File: config.mk
export PLATFORM = sky130hd
export DESIGN_NAME = ex_mem_flag_stage
export DESIGN_NICKNAME = d
export VERILOG_FILES = /design/src/rtl/ex_mem_flag_stage.sv
export SDC_FILE = /design/constraint.sdc
export NUM_CORES = 1
export LEC_CHECK = 0
export ABC_AREA = 1
export CORE_MARGIN = 8
export CORE_UTILIZATION = 38
export CTS_CLUSTER_DIAMETER = 60
export CTS_CLUSTER_SIZE = 14
export DETAILED_ROUTE_END_ITERATION = 10
export GPL_ROUTABILITY_DRIVEN = 1
export PLACE_DENSITY = 0.88
export SETUP_SLACK_MARGIN = 0.02
export SYNTH_ARGS = -nofsm -noshare
export SYNTH_HDL_FRONTEND = slang
export SYNTH_SLANG_ARGS = --single-unit
File: constraint.sdc
create_clock -name clk -period 1.8 [get_ports clk]
set_input_delay 0.18 -clock clk [delete_from_list [all_inputs] [get_ports clk]]
set_output_delay 0.18 -clock clk [all_outputs]
set_load 0.01 [all_outputs]
File: src/rtl/ex_mem_flag_stage.sv
// EX/MEM pipeline register with the architectural Z/V/N flag register.
// Branch decisions in decode see the flags the EX instruction is about to write.
module ex_mem_flag_stage (
    input  logic        clk,
    input  logic        rst,
    input  logic        stall,
    input  logic        flush,
    input  logic        ex_valid,
    input  logic [2:0]  ex_alu_op,
    input  logic [15:0] ex_result,
    input  logic        ex_ovfl,
    input  logic        ex_zero,
    input  logic        ex_sign,
    input  logic        ex_flag_en,
    input  logic [3:0]  ex_rd,
    input  logic        ex_reg_wr,
    input  logic [2:0]  br_cond,
    output logic        mem_valid,
    output logic        mem_reg_wr,
    output logic [15:0] mem_result,
    output logic [3:0]  mem_rd,
    output logic        flag_z,
    output logic        flag_v,
    output logic        flag_n,
    output logic        br_taken
);

    localparam int unsigned DATA_W = 16;
    localparam int unsigned REG_W  = 4;

    typedef enum logic [2:0] {
        OP_ADD    = 3'b000,
        OP_SUB    = 3'b001,
        OP_XOR    = 3'b010,
        OP_RED    = 3'b011,
        OP_SLL    = 3'b100,
        OP_SRA    = 3'b101,
        OP_ROR    = 3'b110,
        OP_PADDSB = 3'b111
    } alu_op_e;

    typedef enum logic [2:0] {
        BR_NE  = 3'b000,
        BR_EQ  = 3'b001,
        BR_GT  = 3'b010,
        BR_LT  = 3'b011,
        BR_GE  = 3'b100,
        BR_LE  = 3'b101,
        BR_OV  = 3'b110,
        BR_ALW = 3'b111
    } br_cond_e;

    alu_op_e  op;
    br_cond_e cond;
    logic     upd;
    logic     z_nxt;
    logic     v_nxt;
    logic     n_nxt;

    assign op   = alu_op_e'(ex_alu_op);
    assign cond = br_cond_e'(br_cond);

    // Nothing is live while reset is held, so the bypass sees the cleared flags.
    assign upd = ex_valid & ~flush & ~stall & ~rst;

    // Next-state flags: only the bits the opcode owns are written.
    always_comb begin
        z_nxt = flag_z;
        v_nxt = flag_v;
        n_nxt = flag_n;
        if (upd && ex_flag_en) begin
            case (op)
                OP_ADD, OP_SUB: begin
                    z_nxt = ex_zero;
                    v_nxt = ex_ovfl;
                    n_nxt = ex_sign;
                end
                OP_XOR, OP_SLL, OP_SRA, OP_ROR: begin
                    z_nxt = ex_zero;
                end
                default: begin
                end
            endcase
        end
    end

    // Branch decision on the bypassed flags; the consumer applies stall.
    always_comb begin
        br_taken = 1'b0;
        case (cond)
            BR_NE:   br_taken = ~z_nxt;
            BR_EQ:   br_taken = z_nxt;
            BR_GT:   br_taken = ~z_nxt & ~n_nxt;
            BR_LT:   br_taken = n_nxt;
            BR_GE:   br_taken = z_nxt | (~z_nxt & ~n_nxt);
            BR_LE:   br_taken = n_nxt | z_nxt;
            BR_OV:   br_taken = v_nxt;
            BR_ALW:  br_taken = 1'b1;
            default: br_taken = 1'b0;
        endcase
    end

    // Pipeline register: flush squashes valid/wr only, stall holds everything.
    always_ff @(posedge clk or posedge rst) begin
        if (rst) begin
            mem_valid  <= 1'b0;
            mem_reg_wr <= 1'b0;
            mem_result <= DATA_W'(0);
            mem_rd     <= REG_W'(0);
        end else if (flush) begin
            mem_valid  <= 1'b0;
            mem_reg_wr <= 1'b0;
        end else if (!stall) begin
            mem_valid  <= ex_valid;
            mem_reg_wr <= ex_valid & ex_reg_wr;
            mem_result <= ex_result;
            mem_rd     <= ex_rd;
        end
    end

    // Flag register; next-state already holds under flush/stall.
    always_ff @(posedge clk or posedge rst) begin
        if (rst) begin
            flag_z <= 1'b0;
            flag_v <= 1'b0;
            flag_n <= 1'b0;
        end else begin
            flag_z <= z_nxt;
            flag_v <= v_nxt;
            flag_n <= n_nxt;
        end
    end

endmodule

==> key figures <==
Logic synthesis
  – FFs w/ async S/R, synth: 1.00
  – Area share of the largest cell type after synthesis: 0.535
  – Post-synthesis sequential area ratio: 0.535
  – Main area contributors after synthesis: dfrtp_1 (54%), mux2_2 (19%), nand2_1 (8.4%), inv_1 (4.8%), nand3_1 (3.9%)
  – Netlist Area Pre-Place: 0.00117 sq mm
  – Mapped Nets: 151
  – Area leader, netlist: dfrtp_1
  – Avg Cell Area, Syn: around 10 sq um
  – Top FF cell, synth: dfrtp_1
  – Top-count cell post-synth: nand2_1
  – Yosys warns: 0
  – Post-Synthesis Cells: around 120
  – Synth cell types: 15
  – Synth cell count leaders: nand2_1 (26), dfrtp_1 (25), mux2_2 (20), inv_1 (15), nand3_1 (9)
  – Post-synth EDFFs: 0
  – #FFs+latches synth: 25

Worst setup path
  – Critical Path, Cell by Cell: clkdlybuf4s50_1 -> nor2_2 -> nand3_2 -> nand2_2 -> nand3_1 -> nand2_1 -> inv_1 -> nand2_1 -> nand4_1 -> buf_2
  – Levels on crit path: 10
  – R2R depth: 5
  – Setup CP Type: primary input to output port
  – Worst path top cell family by delay: simple AND/OR/NAND/NOR gates
  – Critical path buffers and inverters: 3
  – CP max-delay cell: clkdlybuf4s50_1
  – Slowest stage delay, CP: between 0.4 and 0.5 ns
  – Worst Setup End Kind: output port
  – CP required: roughly 1.6 ns
  – Max FO, Critical Path: 3
  – WP data arrival: between 1 and 1.5 ns
  – Startpoint types: primary input
  – Crit path top cell by count: nand2_1

Timing
  – Fin. max-slew vios: 0
  – Fmax: 602 MHz
  – Final Cycle Share: 0.923
  – Final Hold Fails: 0
  – Setup tns final: 0 ns
  – Post-route minimum period: ~1.7 ns
  – Fin Hold WS: around 0.21 ns
  – Skew final: 0 ns
  – Final setup violation count: 0
  – Slew @ Worst Pin: 0.304 ns
  – Max_slew headroom: 0.797

Clocking
  – Worst skew pair latency: approximately 0.32 ns
  – CTS Buf Count: 3
  – H-tree depth: 1
  – Root Buffer: clkbuf_4
  – Reg clk slew, reported paths: ~0.13 ns
  – Clk sinks: 25
  – CTS tree: built
  – Clk buf depth: 2

Min path
  – Hold WC Path Type: primary input to register
  – WHS Path Cells: 3

Route
  – Total wire length: about 3500 um
  – Drt drc: 0
  – Remaining antenna violation count: 0
  – Number of vias per cell: 4.86
  – DRT Pass-1 Iters: 4
  – Avg WL per Cell: approximately 16 um
  – 1st-iter DRT viols: 35
  – Detailed-route via count: ~1100

Finish
  – Diodes inserted: 0
  – Layout cells sized above 1: 0.251
  – Nets: about 220
  – Final non-filler cell area: ~0.0019 sq mm
  – Area Growth Syn to Fin: 64.7%
  – Fin cells: 220

GRT
  – Pin count of the biggest net entering global routing: 26
  – Vias in the first global route: ~1200
  – All-Layer GR Usage: 0.143
  – First-pass GRT wire length: between 5000 and 6000 um
  – Overflow after GRT: 0
  – Antenna violations before repair: 0

Place
  – Post-placement cell count: 213
  – Area after DPL: between 0.0015 and 0.002 sq mm
  – Post-DP HPWL: around 2900 um
  – Placer Congestion: between 0.7 and 0.8
  – Buffers added on ports: a little over 60

Floorplanning
  – Initial Util: 0.392
  – Chip width: between 70 and 80 um
  – Die height: roughly 71 um
  – Cell row count: 20
  – Core area: a little under 0.003 sq mm
  – Die area: 0.00511 sq mm
  – I/O pins: 62

Pwr
  – Peak supply drop: 0.305 mV
  – Pwr dens: roughly 750 mW/mm^2
  – Leak: just over 0.0009 uW
  – Total power: about 1400 uW

Outcome
  – Run status: finished, final reports clean

Run
  – Max Cap Violations: 0
worst min-delay path, stage by stage:
cell	delay, ns
dlymetal6s2s_1	0.15
nand2_2	0.10
nand2_1	0.07
metrics by stage:
| stage | setup WS, ns | utilization |
|---|---|---|
| floorplan | 0.132 | - |
| global placement | -0.273 | 0.623 |
| detailed placement | -0.349 | 0.623 |
| CTS | 0.0248 | 0.637 |
| global route | -0.00851 | 0.646 |
| finish | 0.138 | 0.646 |
per-layer routing:
layer  vias to the layer above  global-route usage  part of all wire
li1                        515                   -                 -
met1                       517               0.129              0.35
met2                        32               0.291              0.59
met3                         5              0.0209             0.039
met4                         0              0.0816             0.022
met5                         -                   0                 0
cells in the final DEF (no fill, tap or decap), drive strengths merged, types with 4 or more instances in the layout:
cell type | netlist | final
buf | 2 | 10
clkbuf | 0 | 4
clkdlybuf4s50 | 0 | 54
dfrtp | 25 | 25
dlymetal6s2s | 0 | 4
inv | 15 | 15
mux2 | 20 | 20
nand2 | 30 | 30
nand3 | 10 | 10
nor2 | 8 | 8
sequential cells by signal, indices dropped and copies added (netlist names):
signal	cells
flag_n	1
flag_v	1
flag_z	1
mem_rd	4
mem_reg_wr	1
mem_result	16
mem_valid	1
final timing paths:
check	to	start	slack (ns)
max	br_taken	rst	0.14
min	mem_valid$_DFFE_PP0P_	ex_valid	0.21
max reg2reg	flag_z$_DFF_PP0_	flag_z$_DFF_PP0_	0.81
min reg2reg	mem_result[3]$_DFFE_PP0P_	mem_result[3]$_DFFE_PP0P_	0.52
max in group asynchronous	mem_result[15]$_DFFE_PP0P_	rst	1.31
min in group asynchronous	flag_z$_DFF_PP0_	rst	0.26
repair_timing:
item,4_1_cts,5_1_grt
cloned,0,0
pin swaps,2,5
buffers inserted,1,2
endpoints found under the setup margin,1,1
gates resized for setup,9,10
hold buffers,0,0
hold endpoints to repair,0,0
power breakdown:
part | total (uW) | switching [uW] | internal, uW
Sequential | 686 | 45.1 | 641
Combinational | 504 | 196 | 308
Clock | 249 | 162 | 87.0
Total | 1440 | 403 | 1040
kinds of logic after synthesis:
logic type             after synthesis  synth area share
muxes                               20             0.193
AOI/OAI and AO/OA                    2           0.00856
and+or+nand+nor                     51             0.207
DFF                                 25             0.535
buffers and inverters               17            0.0567
final cells by class:
class | count | area [sq um]
Multi-Input combinational cell | 73 | 494
Inverter | 15 | 56.3
Timing Repair Buffer | 70 | 681
Sequential cell | 25 | 626
Tap cell | 33 | 41.3
Clock buffer | 4 | 26.3
Fill cell | 237 | 1050
(Power assumes the default switching activity.)
